## src/rtl/counter_mod_falling.sv

```systemverilog
// counter_mod_falling: falling-edge modulo-N up/down counter with load, wrap/saturate and terminal-count pulse.
// Define COUNTER_PRESCALE_EN to compile in a PRESCALE-edge prescaler ahead of each count step.
module counter_mod_falling #(
    parameter int WIDTH    = 6,
    parameter int MODULUS  = 64,
    parameter int PRESCALE = 1
) (
    input  logic             clk,
    input  logic             rst,
    input  logic             en,
    input  logic             up,
    input  logic             load,
    input  logic [WIDTH-1:0] load_val,
    input  logic             sat,
    output logic [WIDTH-1:0] out,
    output logic             tc,
    output logic             at_limit
);
    localparam logic [WIDTH-1:0] top = WIDTH'(MODULUS - 1);
    logic             step;
    logic             tc_nx;
    logic [WIDTH-1:0] out_nx;
`ifdef COUNTER_PRESCALE_EN
    localparam int pw = PRESCALE > 1 ? $clog2(PRESCALE) : 1;
    logic [pw-1:0] pcnt;
    assign step = en && pcnt == pw'(PRESCALE - 1);
    always_ff @(negedge clk or negedge rst) begin
        if (!rst)
            pcnt <= '0;
        else if (load)
            pcnt <= '0;
        else if (en)
            pcnt <= step ? '0 : pcnt + 1'b1;
    end
`else
    assign step = en && PRESCALE > 0;
`endif
    assign at_limit = out == (up ? top : '0);
    always_comb begin
        tc_nx  = !load && step && at_limit && !sat;
        out_nx = load ? (load_val > top ? top : load_val)
               : !step ? out
               : at_limit ? (sat ? out : (up ? '0 : top))
               : (up ? out + 1'b1 : out - 1'b1);
    end
    always_ff @(negedge clk or negedge rst) begin
        if (!rst) begin
            out <= '0;
            tc  <= 1'b0;
        end else begin
            out <= out_nx;
            tc  <= tc_nx;
        end
    end
endmodule

```

## config.mk

```make
export PLATFORM = sky130hd
export DESIGN_NAME = counter_mod_falling
export DESIGN_NICKNAME = d
export VERILOG_FILES = /design/src/rtl/counter_mod_falling.sv
export SDC_FILE = /design/constraint.sdc
export NUM_CORES = 1
export LEC_CHECK = 0
export ABC_AREA = 1
export BUFFER_PORTS_ARGS = -buffer_cell sky130_fd_sc_hd__buf_2
export CELL_PAD_IN_SITES_DETAIL_PLACEMENT = 2
export CELL_PAD_IN_SITES_GLOBAL_PLACEMENT = 2
export CORE_UTILIZATION = 27
export DETAILED_ROUTE_END_ITERATION = 8
export PLACE_DENSITY = 0.9
export SETUP_SLACK_MARGIN = 0.15
export SYNTH_ARGS = -nofsm -noshare
export SYNTH_HDL_FRONTEND = slang
export SYNTH_SLANG_ARGS = --single-unit
```

## constraint.sdc

```tcl
create_clock -name clk -period 3.68 [get_ports clk]
set_clock_uncertainty 0.2 [all_clocks]
set_input_delay 0.368 -clock clk [delete_from_list [all_inputs] [get_ports clk]]
set_output_delay 0.368 -clock clk [all_outputs]
set_load 0.05 [all_outputs]
```

==> flow_summary_export.csv <==
group,metric,value,unit
outcome,status,"finished with violations",
outcome,violations,"setup timing",
power_and_ir_drop,p_per_area,501.7,mW/mm^2
placement,dp_hpwl,2169,um
grt,grt_pass1_vias,1022,
floorplanning,pin_count,20,
grt,grt_max_degree,9,
cells_and_area,nets,165,
cells_and_area,stdcell_count,175,
cells_and_area,stdcell_area,0.001205,sq mm
clocking,clock_latency,0.28,ns
placement,placed_cells,159,
yosys,syn_area_per_cell,6.634,sq um
grt,antenna_found_initial,0,
yosys,ys_top_cells_by_count,"nand2_1, inv_1, dfrtn_1, nor2_1, nand3_1",
setup_path,start_kind,"register",
floorplanning,chipWidth,50.57,um
timing,rsz0062_at_grt,"true",
yosys,ys_ff_latch,7,
timing,worst_slew_margin_rel,79.46,%
yosys,ys_types,20,
yosys,synth_xor_area_share,0,%
timing,fin_ws,-0.2972,ns
placement,place_area,943.4,sq um
clocking,hold_buffers,0,
grt,grt_pass1_wl,5747,um
cells_and_area,drive_gt1_share,52.38,%
grt,grt_overflow_total,0,
timing,maxSlewViolCount,0,
placement,dpl_worst_slack,-0.2784,ns
min_path,min_path_type,"register to register",
grt,busiest_layer,"met2",
yosys,synth_top_family_by_area,"simple AND/OR/NAND/NOR gates",
yosys,synthDominantCellAreaShare,27.50,%
drt,drtAntennaViolNets,0,
placement,io_buffers,19,
floorplanning,start_util,28.79,%
clocking,clk_pin_slew,0.05,ns
power_and_ir_drop,power.leakage,0.6268,nW
drt,vias_per_cell,5.171,
cells_and_area,regArea,175.2,sq um
drt,wl_per_cell,25.33,um
power_and_ir_drop,total_power,604.5,uW
clocking,numCtsBuffers,3,
drt,dr.pass1.iters,4,
cells_and_area,multi_input_area,514.2,sq um
clocking,clock_sinks,7,
yosys,synthTopCellsByArea,"dfrtn_1, nand2_1, ha_1",
cells_and_area,syn_to_final_growth,89.20,%
yosys,synthSimpleGateAreaFrac,45.78,%
clocking,cts_tree,"done",
grt,grtUsageTotal,32.11,%
cells_and_area,antennaDiodeCount,0,
setup_path,arrival,3.41,ns
yosys,yosysSeqAreaShare,27.50,%
drt,drtIter0Drc,11,
yosys,synthMuxAreaShare,0,%
power_and_ir_drop,ir_worst_vdd,0.0003116,V
grt,grtUsageMet2,58.89,%
drt,drc_errors,0,
drt,num_vias,905,
timing,final-setup-viol-count,7,
yosys,synth_compound_area_share,8.644,%
run,maxCapViolations,0,
clocking,htree_num_levels,1,
floorplanning,fp-row-count,17,
yosys,yosys.area_share.adder,11.00,%
floorplanning,fp.coreArea,0.002212,sq mm
setup_path,crit_type,"register to primary output",
yosys,syn_nets,113,
setup_path,required,3.11,ns
clocking,root_buffer,"clkbuf_4",
setup_path,end_kind,"primary output",
placement,finalWeightedCongestion,0.8160,
yosys,synth_cells,96,
grt,met1_usage,38.76,%
setup_path,path_max_fanout,2,
yosys,synth_edf_count,0,
timing,tightestPinTransition,0.3052,ns
timing,hold_viol,0,
floorplanning,die_y,50.57,um
yosys,syn_area,636.9,sq um
drt,wl,4433,um
yosys,synthFlopType,"dfrtn_1",
floorplanning,dieArea,0.002557,sq mm
cells_and_area,n_fill_cell,228,
yosys,yosysTopAreaCell,"dfrtn_1",
yosys,synth_warnings,0,
clocking,clockBufferDepth,2,
grt,use_met3,3.636,%
yosys,async_reset_ff_share,100.0,%
yosys,yosysMostFrequentCell,"nand2_1",
flip-flops by register name (all words and copies together) (netlist names):
register  flops
tc            1
out           6
kinds of logic (layout without fill, tap and decap cells):
family                   count (synthesis)  count (layout)
AND/OR/NAND/NOR                         64              64
buffers and inverters                   12              63
AO/OA/AOI/OAI                            8               8
flip-flops                               7               7
adder cells (fa/ha/maj)                  5               5
worst paths after layout:
| path | start | endpoint | slack (ns) | cells after the start |
|---|---|---|---|---|
| setup reg to reg | out[4]$_DFFE_NN0P_ | out[4]$_DFFE_NN0P_ | 1.51 | 11 |
| hold / removal | out[5]$_DFFE_NN0P_ | out[5]$_DFFE_NN0P_ | 0.37 | 2 |
| min in group asynchronous | rst | out[0]$_DFFE_NN0P_ | 1.45 | 1 |
| max in group asynchronous | rst | out[3]$_DFFE_NN0P_ | 1.63 | 1 |
| setup / recovery | out[4]$_DFFE_NN0P_ | at_limit | -0.30 | 6 |
| hold reg to reg | out[5]$_DFFE_NN0P_ | out[5]$_DFFE_NN0P_ | 0.37 | 2 |
power breakdown:
part           total (mW)  switching [mW]  internal (mW)
Sequential          0.111          0.0193         0.0918
Clock              0.0794          0.0374         0.0420
Combinational       0.414           0.241          0.173
Total               0.605           0.298          0.307
per-layer routing:
| layer | routed length (um) | vias to the layer above |
|---|---|---|
| met2 | 2159 | 36 |
| met1 | 1941 | 446 |
| li1 | - | 407 |
| met4 | 136 | 0 |
| met3 | 197 | 16 |
| met5 | 0 | - |
critical path, stage by stage, from the launching register on:
cell and delay (ns):
dfrtn_1 0.39, ha_4 0.31, nand2_4 0.06, nor2_4 0.14, nand3_4 0.11, clkinvlp_4 0.11, buf_8 0.15
cell type report:
type                    count  share of cell area (%)
clock buffers               4                   2.181
flip-flops and latches      7                   14.54
multi-input cells          77                   42.68
repair buffers             47                   33.02
inverters                  12                   4.673
well taps                  28                   2.908
stage by stage:
step	util, %	hold slack (ns)	setup TNS (ns)
2_1_floorplan	-	0.5911	-0.2662
3_3_place_gp	42.65	0.3401	-0.6333
3_5_place_dp	42.65	0.3466	-1.477
4_1_cts	49.83	0.3422	-0.1978
5_1_grt	54.47	0.4199	-1.268
6_report	54.47	0.3674	-1.035
repair_timing:
| item | 4_1_cts | 5_1_grt |
|---|---|---|
| cloned | 0 | 0 |
| endpoints found under the setup margin | 10 | 13 |
| resized for setup | 18 | 20 |
| endpoints found under the hold margin | 0 | 0 |
| pin swaps | 8 | 8 |
| setup buffers | 9 | 3 |
layout by cell type, fill, tap and decap left out, types with 2 or more instances in the layout:
cell and count:
nand2_2 7, buf_4 22, nand3_2 2, inv_1 8, nor2_4 2, or2_2 3, inv_2 2, nand3b_1 2
buf_6 8, nand2_4 2, nand2_1 33, buf_8 4, nor2_1 6, nand3_1 3, o21ai_1 2, ha_4 4
clkbuf_4 4, dfrtn_1 7, buf_2 11, a21oi_1 3
Power figures use the tool's default switching activity.
